[config.mk]
export PLATFORM = sky130hd
export DESIGN_NAME = divisor_param_signo
export DESIGN_NICKNAME = d
export VERILOG_FILES = /design/src/rtl/divisor_param_signo.sv
export SDC_FILE = /design/constraint.sdc
export NUM_CORES = 1
export LEC_CHECK = 0
export CAP_MARGIN = 20
export CORE_AREA = 2 2 202 184
export DETAILED_ROUTE_END_ITERATION = 10
export DIE_AREA = 0 0 204 186
export GPL_TIMING_DRIVEN = 0
export PLACE_DENSITY = 0.55
export REMOVE_ABC_BUFFERS = 1
export SYNTH_ARGS = -nofsm -noshare
export SYNTH_HDL_FRONTEND = slang
export SYNTH_SLANG_ARGS = --single-unit
[constraint.sdc]
create_clock -name CLK -period 3.48 [get_ports CLK]
set_clock_uncertainty 0.05 [all_clocks]
set_input_delay 0.87 -clock CLK [delete_from_list [all_inputs] [get_ports CLK]]
set_output_delay 0.87 -clock CLK [all_outputs]
set_load 0.03 [all_outputs]
[src/rtl/divisor_param_signo.sv]
// Multi-cycle restoring divider, signed or unsigned per operation.
// Flags divide-by-zero and signed overflow; results held until the next request.
module divisor_param_signo #(
  parameter int tamanyo = 32
) (
  input  logic               CLK,
  input  logic               RST,
  input  logic               Start,
  input  logic               Sgn,
  input  logic [tamanyo-1:0] Num,
  input  logic [tamanyo-1:0] Den,
  output logic [tamanyo-1:0] Coc,
  output logic [tamanyo-1:0] Res,
  output logic               Done,
  output logic               Busy,
  output logic               Err_div0,
  output logic               Ovf
);

  localparam int W  = tamanyo;
  localparam int CW = $clog2(W);

  typedef enum logic [2:0] {
    IDLE,
    PREP,
    DIV,
    FIX,
    FIN
  } st_t;

  st_t           r_st;
  logic          r_sgn;
  logic [W-1:0]  r_num;
  logic [W-1:0]  r_den;
  logic [W-1:0]  r_q;
  logic [W-1:0]  r_d;
  logic [W-1:0]  r_rem;
  logic [CW-1:0] r_cnt;
  logic          r_qs;
  logic          r_rs;
  logic          r_dz;
  logic          r_ov;

  logic [W:0]    w_sh;
  logic          w_ge;
  logic [W-1:0]  w_dif;
  logic [W-1:0]  w_nabs;
  logic [W-1:0]  w_dabs;
  logic          w_nneg;
  logic          w_dneg;

  // One restoring step on the W+1-bit partial remainder. A magnitude of the
  // most-negative value (2^(W-1)) fits unsigned in W bits, and the shifted
  // remainder carries the extra bit so nothing overflows.
  assign w_nneg = r_sgn & r_num[W-1];
  assign w_dneg = r_sgn & r_den[W-1];
  assign w_nabs = w_nneg ? -r_num : r_num;
  assign w_dabs = w_dneg ? -r_den : r_den;
  assign w_sh   = {r_rem, r_q[W-1]};
  assign w_ge   = w_sh >= {1'b0, r_d};
  assign w_dif  = w_sh[W-1:0] - r_d;

  // Control FSM and datapath with registered outputs.
  always_ff @(posedge CLK) begin
    if (RST) begin
      r_st     <= IDLE;
      r_sgn    <= 1'b0;
      r_num    <= '0;
      r_den    <= '0;
      r_q      <= '0;
      r_d      <= '0;
      r_rem    <= '0;
      r_cnt    <= '0;
      r_qs     <= 1'b0;
      r_rs     <= 1'b0;
      r_dz     <= 1'b0;
      r_ov     <= 1'b0;
      Coc      <= '0;
      Res      <= '0;
      Done     <= 1'b0;
      Busy     <= 1'b0;
      Err_div0 <= 1'b0;
      Ovf      <= 1'b0;
    end else begin
      Done <= 1'b0;
      unique case (r_st)
        IDLE: begin
          // A request landing in the Done cycle is dropped.
          if (Start && !Done) begin
            r_sgn    <= Sgn;
            r_num    <= Num;
            r_den    <= Den;
            Busy     <= 1'b1;
            Err_div0 <= 1'b0;
            Ovf      <= 1'b0;
            r_st     <= PREP;
          end
        end
        PREP: begin
          r_ov <= 1'b0;
          if (r_den == '0) begin
            r_dz  <= 1'b1;
            r_q   <= '1;
            r_rem <= r_num;
            r_st  <= FIN;
          end else begin
            r_dz  <= 1'b0;
            r_q   <= w_nabs;
            r_d   <= w_dabs;
            r_rem <= '0;
            r_qs  <= w_nneg ^ w_dneg;
            r_rs  <= w_nneg;
            r_cnt <= CW'(W - 1);
            r_st  <= DIV;
          end
        end
        DIV: begin
          r_rem <= w_ge ? w_dif : w_sh[W-1:0];
          r_q   <= {r_q[W-2:0], w_ge};
          if (r_cnt == '0) begin
            r_st <= FIX;
          end else begin
            r_cnt <= r_cnt - 1'b1;
          end
        end
        FIX: begin
          // A positive signed quotient with the top bit set only
          // arises from most-negative / -1.
          r_ov <= r_sgn & ~r_qs & r_q[W-1];
          if (r_qs) r_q <= -r_q;
          if (r_rs) r_rem <= -r_rem;
          r_st <= FIN;
        end
        FIN: begin
          Coc      <= r_q;
          Res      <= r_rem;
          Err_div0 <= r_dz;
          Ovf      <= r_ov;
          Done     <= 1'b1;
          Busy     <= 1'b0;
          r_st     <= IDLE;
        end
        default: r_st <= IDLE;
      endcase
    end
  end

endmodule

After elaboration in Yosys (flattened, before gate mapping)
Cells that the tools add are included.
{ "totals": {"word_cells": 82, "register_bits": 241, "latchBits": 0, "inputBits": 68, "mem_count": 0, "output_inout_bits": 68, "ram_bits": 0, "romBits": 0} }
{ "classes": {"n_eq_ne": 10, "n_bitwise": 7, "mux": 24, "div_mod_pow": 0, "shifts": 0, "n_reduce_logical": 16, "addsub": 6, "mul": 0, "magnitude_cmp": 1} }
{ "op_table": {"columns": ["cell", "count"], "rows": [
  ["32-bit 2-to-1 mux", 7],
  ["32-bit case mux with 3 select lines", 2],
  ["32-bit negation", 4],
  ["33-bit by 32-bit >= comparator with 1-bit output", 1],
  ["32-bit zero test", 1],
  ["32-bit subtractor", 1],
  ["2-bit != test (second input constant)", 6],
  ["3-bit case mux with 4 select lines", 1],
  ["2-bit AND reduction", 6],
  ["5-bit 2-to-1 mux", 2],
  ["5-bit case mux with 2 select lines", 1],
  ["3-bit 2-to-1 mux", 3],
  ["1-bit case mux with 2 select lines", 4],
  ["3-bit by 2-bit == test with 1-bit output (second input constant)", 2],
  ["2-bit nonzero test", 3],
  ["5-bit zero test", 1],
  ["5-bit by 1-bit subtractor with 5-bit output (second input constant)", 1],
  ["1-bit bitwise AND", 4],
  ["1-bit 2-to-1 mux", 4],
  ["3-bit by 1-bit == test with 1-bit output (second input constant)", 1],
  ["3-bit == test (second input constant)", 1],
  ["3-bit zero test", 1],
  ["3-bit AND reduction", 1],
  ["3-bit nonzero test", 1],
  ["4 further kinds", 5]
]} }

Logic depth before layout (Yosys ltp)
{ "logic_depth": {"depth_word": 4, "depth_mapped": 12, "mapped_depth_nobuf": 11} }

Worst setup path before layout
OpenSTA, ideal clock, no wires.
{ "synth_timing": {"path_kind": "reg2reg", "start": "register r_q[31]", "end": "register r_rem[28]", "setup_time_ns": 0.122, "slack_ns": 0.545, "stages_incl_launch_ff": 12, "n_path_buf": 0, "synth_period_minus_slack_ns": 2.935, "t_arrival_ns": 2.763, "cell_sequence": "dfxtp_1 inv_1 ha_1 fa_1 nor2b_1 o31ai_1 a211oi_1 o2111ai_1 nor4b_2 or4b_2 nand4_1 nand3_1"} }
{ "synth_between": {"elab_chain_len": 3, "elab_cells_between_ends": 4, "cone_classes": "add/sub: 1; order compare: 1; mux: 2"} }
{ "synth_rtl": {"columns": ["element", "line_no", "rtl"], "rows": [
  ["start: declaration", "35", "logic [W-1:0] r_q;"],
  ["start signal: assignment", "108", "r_q <= w_nabs;"],
  ["start signal: assignment", "119", "r_q <= {r_q[W-2:0], w_ge};"],
  ["start signal: assignment", "130", "if (r_qs) r_q <= -r_q;"],
  ["32-bit subtractor or 33-bit by 32-bit >= comparator with 1-bit output (tied branches)", "61, 60", null],
  ["32-bit 2-to-1 mux *", "118", "r_rem <= w_ge ? w_dif : w_sh[W-1:0];"],
  ["32-bit case mux with 3 select lines *", "86", "unique case (r_st)"],
  ["end signal: assignment", "104", "r_rem <= r_num;"],
  ["end signal: assignment", "118", null],
  ["end signal: assignment", "131", "if (r_rs) r_rem <= -r_rem;"],
  ["end: declaration", "37", "logic [W-1:0] r_rem;"]
]} }
Every way passes the cells marked *; elsewhere a longest branch is shown, timed or not.
A chain may end at the register's enable or synchronous reset.

Final worst setup path
{ "layout_timing": {"start": "register r_den[10]", "end": "register r_d[6]"} }
{ "layout_between": {"elab_chain_len": 3} }
{ "layout_rtl": {"columns": ["element", "line_no", "rtl"], "rows": [
  ["start: declaration", "34", "logic [W-1:0] r_den;"],
  ["start signal: assignment", "92", "r_den <= Den;"],
  ["32-bit zero test", "101", "if (r_den == '0) begin"],
  ["1-bit NOT (no source line)", null, null],
  ["2-bit AND reduction (no source line)", null, null],
  ["end signal: assignment", "109", "r_d <= w_dabs;"],
  ["end: declaration", "36", "logic [W-1:0] r_d;"]
]} }
No other way between the ends.

==> impl_metrics.json <==
{
  "drt_iter0_markers": 944,
  "finalWirelength_mm": 44.42,
  "tritoncts": "built",
  "timing.max_cap.violations": 0,
  "cts_buf_count": 29,
  "floorplan.initialDensity": 0.3962,
  "rr_startpoint": "r_den[10]",
  "io_buffer_count": 135,
  "layout-area-overhead-vs-synth_pct": 19.46,
  "worst_pin_slew_ns": 0.9503,
  "layout_min_cycle_time_ns": 3.312,
  "synth-main-ff-cell": "sky130_fd_sc_hd__dfxtp_1",
  "worstPathMaxFanout": 57,
  "slew_hr": 0.3665,
  "globalRouteOverflowTotal": 0,
  "hold_start": "r_d[31]",
  "placement.cell_area_um2": 15940,
  "crit_required_ns": 3.89,
  "firstDrtPassIters": 5,
  "timing_hold_violations_final": 0,
  "critPathArrivalTime_ns": 3.72,
  "floorplan.die.height_um": 186,
  "cts_buffer_depth": 3,
  "clock_insertion_delay_at_the_later_pin_of_the_skew_report_ns": 0.56,
  "num-nets-final": 1968,
  "synth_edf_count": 0,
  "layout.filler_cells": 3625,
  "final_design_instance_area_without_fill_um2": 16960,
  "final-max-slew-violation-count": 0,
  "timing.setup.critical_path_class": "register to register",
  "area_of_the_multi_input_gates_um2": 8625,
  "vdd_drop_max_mv": 0.3724,
  "ys_async_sr_fraction": 0,
  "route.antenna.remaining_nets": 0,
  "cts.reportedPaths.clkPinSlew_ns": 0.06,
  "detailedPlace.worstSlack_ns": -0.3372,
  "most_frequent_cells_in_the_layout": "sky130_fd_sc_hd__dfxtp_1, sky130_fd_sc_hd__nand2_1, sky130_fd_sc_hd__a21oi_1",
  "drt-vias-per-instance": 5.786,
  "chip_width_um": 204,
  "drc": 0,
  "grt_util_all_layers": 0.2336,
  "layout.area.seq_um2": 4828,
  "ys.warnings.count": 0,
  "layout_worst_path_cycle_share": 0.9517,
  "setup_repair_after_global_routing_missed_its_margin": "false",
  "final-setup-viol-count": 0,
  "syn-mean-instance-area_um2": 7.823,
  "grt_start_max_net_pins": 91,
  "final_cell_count_no_fill": 2356,
  "post_route_cells_drive_above_1_share": 0.06543,
  "timing.critical_path.from": "r_den[10]",
  "antenna_cells": 0,
  "cp-start-kind": "register",
  "run_status": "finished, final reports clean",
  "post_synth_num_cell_types": 85,
  "mostFrequentLayoutCell": "sky130_fd_sc_hd__dfxtp_1",
  "core_um2": 35840,
  "place.detailed.hpwl_mm": 31.91,
  "p_per_area_nw_per_um2": 655.2,
  "final.setup.worst_slack_ns": 0.1682,
  "fmax_ghz": 0.3020,
  "vias": 13630,
  "ys_ff_latch": 241,
  "boundaryPins": 136,
  "cts_num_sinks": 241,
  "synth_cells": 1815,
  "row_count": 66,
  "worstSetupEndpointType": "register",
  "root_buffer": "sky130_fd_sc_hd__clkbuf_16",
  "grt_pass1_vias": 13050,
  "hold_class": "register to register",
  "synth_seq_area_share": 0.3398,
  "dp.cells": 2304,
  "place.gp.congestion": 0.8909,
  "number_of_antenna_violations_at_the_first_check_in_global_routing": 0,
  "netlist_area_um2": 14200,
  "wire_length_per_cell_um": 18.86,
  "die-area_um2": 37940,
  "grt_pass1_wl_mm": 71.53,
  "final_core_util": 0.4733,
  "ctsHtreeMaxLevel": 1,
  "leakagePower_nw": 6.278
}
## layer usage
layer	up-vias	part of all wire	global-route usage
met5	-	0	0
met4	0	0.020	0.05333
met3	61	0.049	0.03099
met2	357	0.44	0.3712
met1	6526	0.49	0.3355
li1	6687	-	-
## cells in the mapped netlist (7+ instances only)
cell type                    n  area (um^2)
sky130_fd_sc_hd__xnor2_1    56        490.5
sky130_fd_sc_hd__buf_2      12        60.06
sky130_fd_sc_hd__dfxtp_1   241         4825
sky130_fd_sc_hd__a31oi_1    16        100.1
sky130_fd_sc_hd__mux2i_1     8        80.08
sky130_fd_sc_hd__a22o_1     65        569.3
sky130_fd_sc_hd__nand2b_1   14        87.58
sky130_fd_sc_hd__a221oi_1   41        359.1
sky130_fd_sc_hd__a211oi_1   52        390.4
sky130_fd_sc_hd__inv_1      70        262.8
sky130_fd_sc_hd__o211ai_1    7        52.55
sky130_fd_sc_hd__and3_1      7        43.79
sky130_fd_sc_hd__nor4_1     16        100.1
sky130_fd_sc_hd__a21o_1     14        105.1
sky130_fd_sc_hd__nand2_1   213        799.5
sky130_fd_sc_hd__nand4_1    16        100.1
sky130_fd_sc_hd__o31ai_1    12        90.09
sky130_fd_sc_hd__nor3_1     55        275.3
sky130_fd_sc_hd__buf_4       8        60.06
sky130_fd_sc_hd__clkbuf_1  111        416.7
sky130_fd_sc_hd__or3_1      17        106.4
sky130_fd_sc_hd__a22oi_1    12        90.09
sky130_fd_sc_hd__ha_1       38        475.5
sky130_fd_sc_hd__a311oi_1   19        166.4
sky130_fd_sc_hd__nand3_1    32        160.2
sky130_fd_sc_hd__a21oi_1   184        920.9
sky130_fd_sc_hd__o21a_1     12        90.09
sky130_fd_sc_hd__xor2_1     52        455.4
sky130_fd_sc_hd__nor2_1    160        600.6
sky130_fd_sc_hd__o21ai_0   122        610.6
## what timing repair did
item / in CTS / in global routing
gates resized for setup: 8 / 10
hold endpoints to repair: 0 / 0
buffers inserted: 0 / 1
pin swaps: 1 / 1
endpoints found under the setup margin: 38 / 26
hold buffers: 0 / 0
## path summary, 6_finish.rpt
kind             end  slack [ns]  depth (start not counted)
min reg2reg  r_d[31]        0.40                          2
max reg2reg   r_d[6]        0.17                          7
max           r_d[6]        0.17                          7
min          r_d[31]        0.40                          2
## registers in the layout (all words and copies together) (netlist names), 3 cells and up
register and count:
Coc 32, Res 32, r_d 32, r_den 32, r_num 32, r_q 32
r_rem 32, r_cnt 5, r_st 3
## layout make-up
type,count,area share
clock buffers,45,0.05105
clock inverters,5,0.004647
inverters,71,0.01571
multi-input cells,1363,0.5085
flip-flops and latches,241,0.2847
well taps,476,0.03511
repair buffers,155,0.1003
## report_power, final
part / leakage (nW) / switching, mW / internal, mW
clock network: 0.465 / 1.20 / 1.84
registers: 1.97 / 0.470 / 3.03
logic: 3.84 / 2.80 / 1.78
total: 6.28 / 4.46 / 6.65
## worst max-delay path, stage by stage, from the launching register on
cell and delay [ns]:
sky130_fd_sc_hd__dfxtp_1 0.35, sky130_fd_sc_hd__or4_4 0.59, sky130_fd_sc_hd__nor4_4 0.33, sky130_fd_sc_hd__nand4_4 0.26
sky130_fd_sc_hd__nor3_4 0.53, sky130_fd_sc_hd__or2b_4 0.65, sky130_fd_sc_hd__nor2_1 0.15, sky130_fd_sc_hd__a211oi_1 0.26
## cell families after synthesis
| logic type | count (synthesis) | share of synthesized area |
|---|---|---|
| simple gates | 595 | 0.2050 |
| buf+inv | 211 | 0.06116 |
| xor+xnor | 108 | 0.06662 |
| fa+ha+maj | 39 | 0.03490 |
| flops | 241 | 0.3398 |
| mux | 8 | 0.005640 |
| compound gates | 613 | 0.2869 |
## metrics by stage
| stage | hold slack (ns) | TNS, ns | power, mW |
|---|---|---|---|
| floorplan | 0.3752 | -21.86 | 6.617 |
| global placement | 0.3933 | -1421.11 | 7.865 |
| detailed placement | 0.4004 | -5.454 | 7.994 |
| CTS | 0.4087 | 0 | 11.09 |
| global route | 0.4378 | 0 | 11.84 |
| finish | 0.4033 | 0 | 11.11 |
No activity file was read; power rests on OpenSTA's default activity.
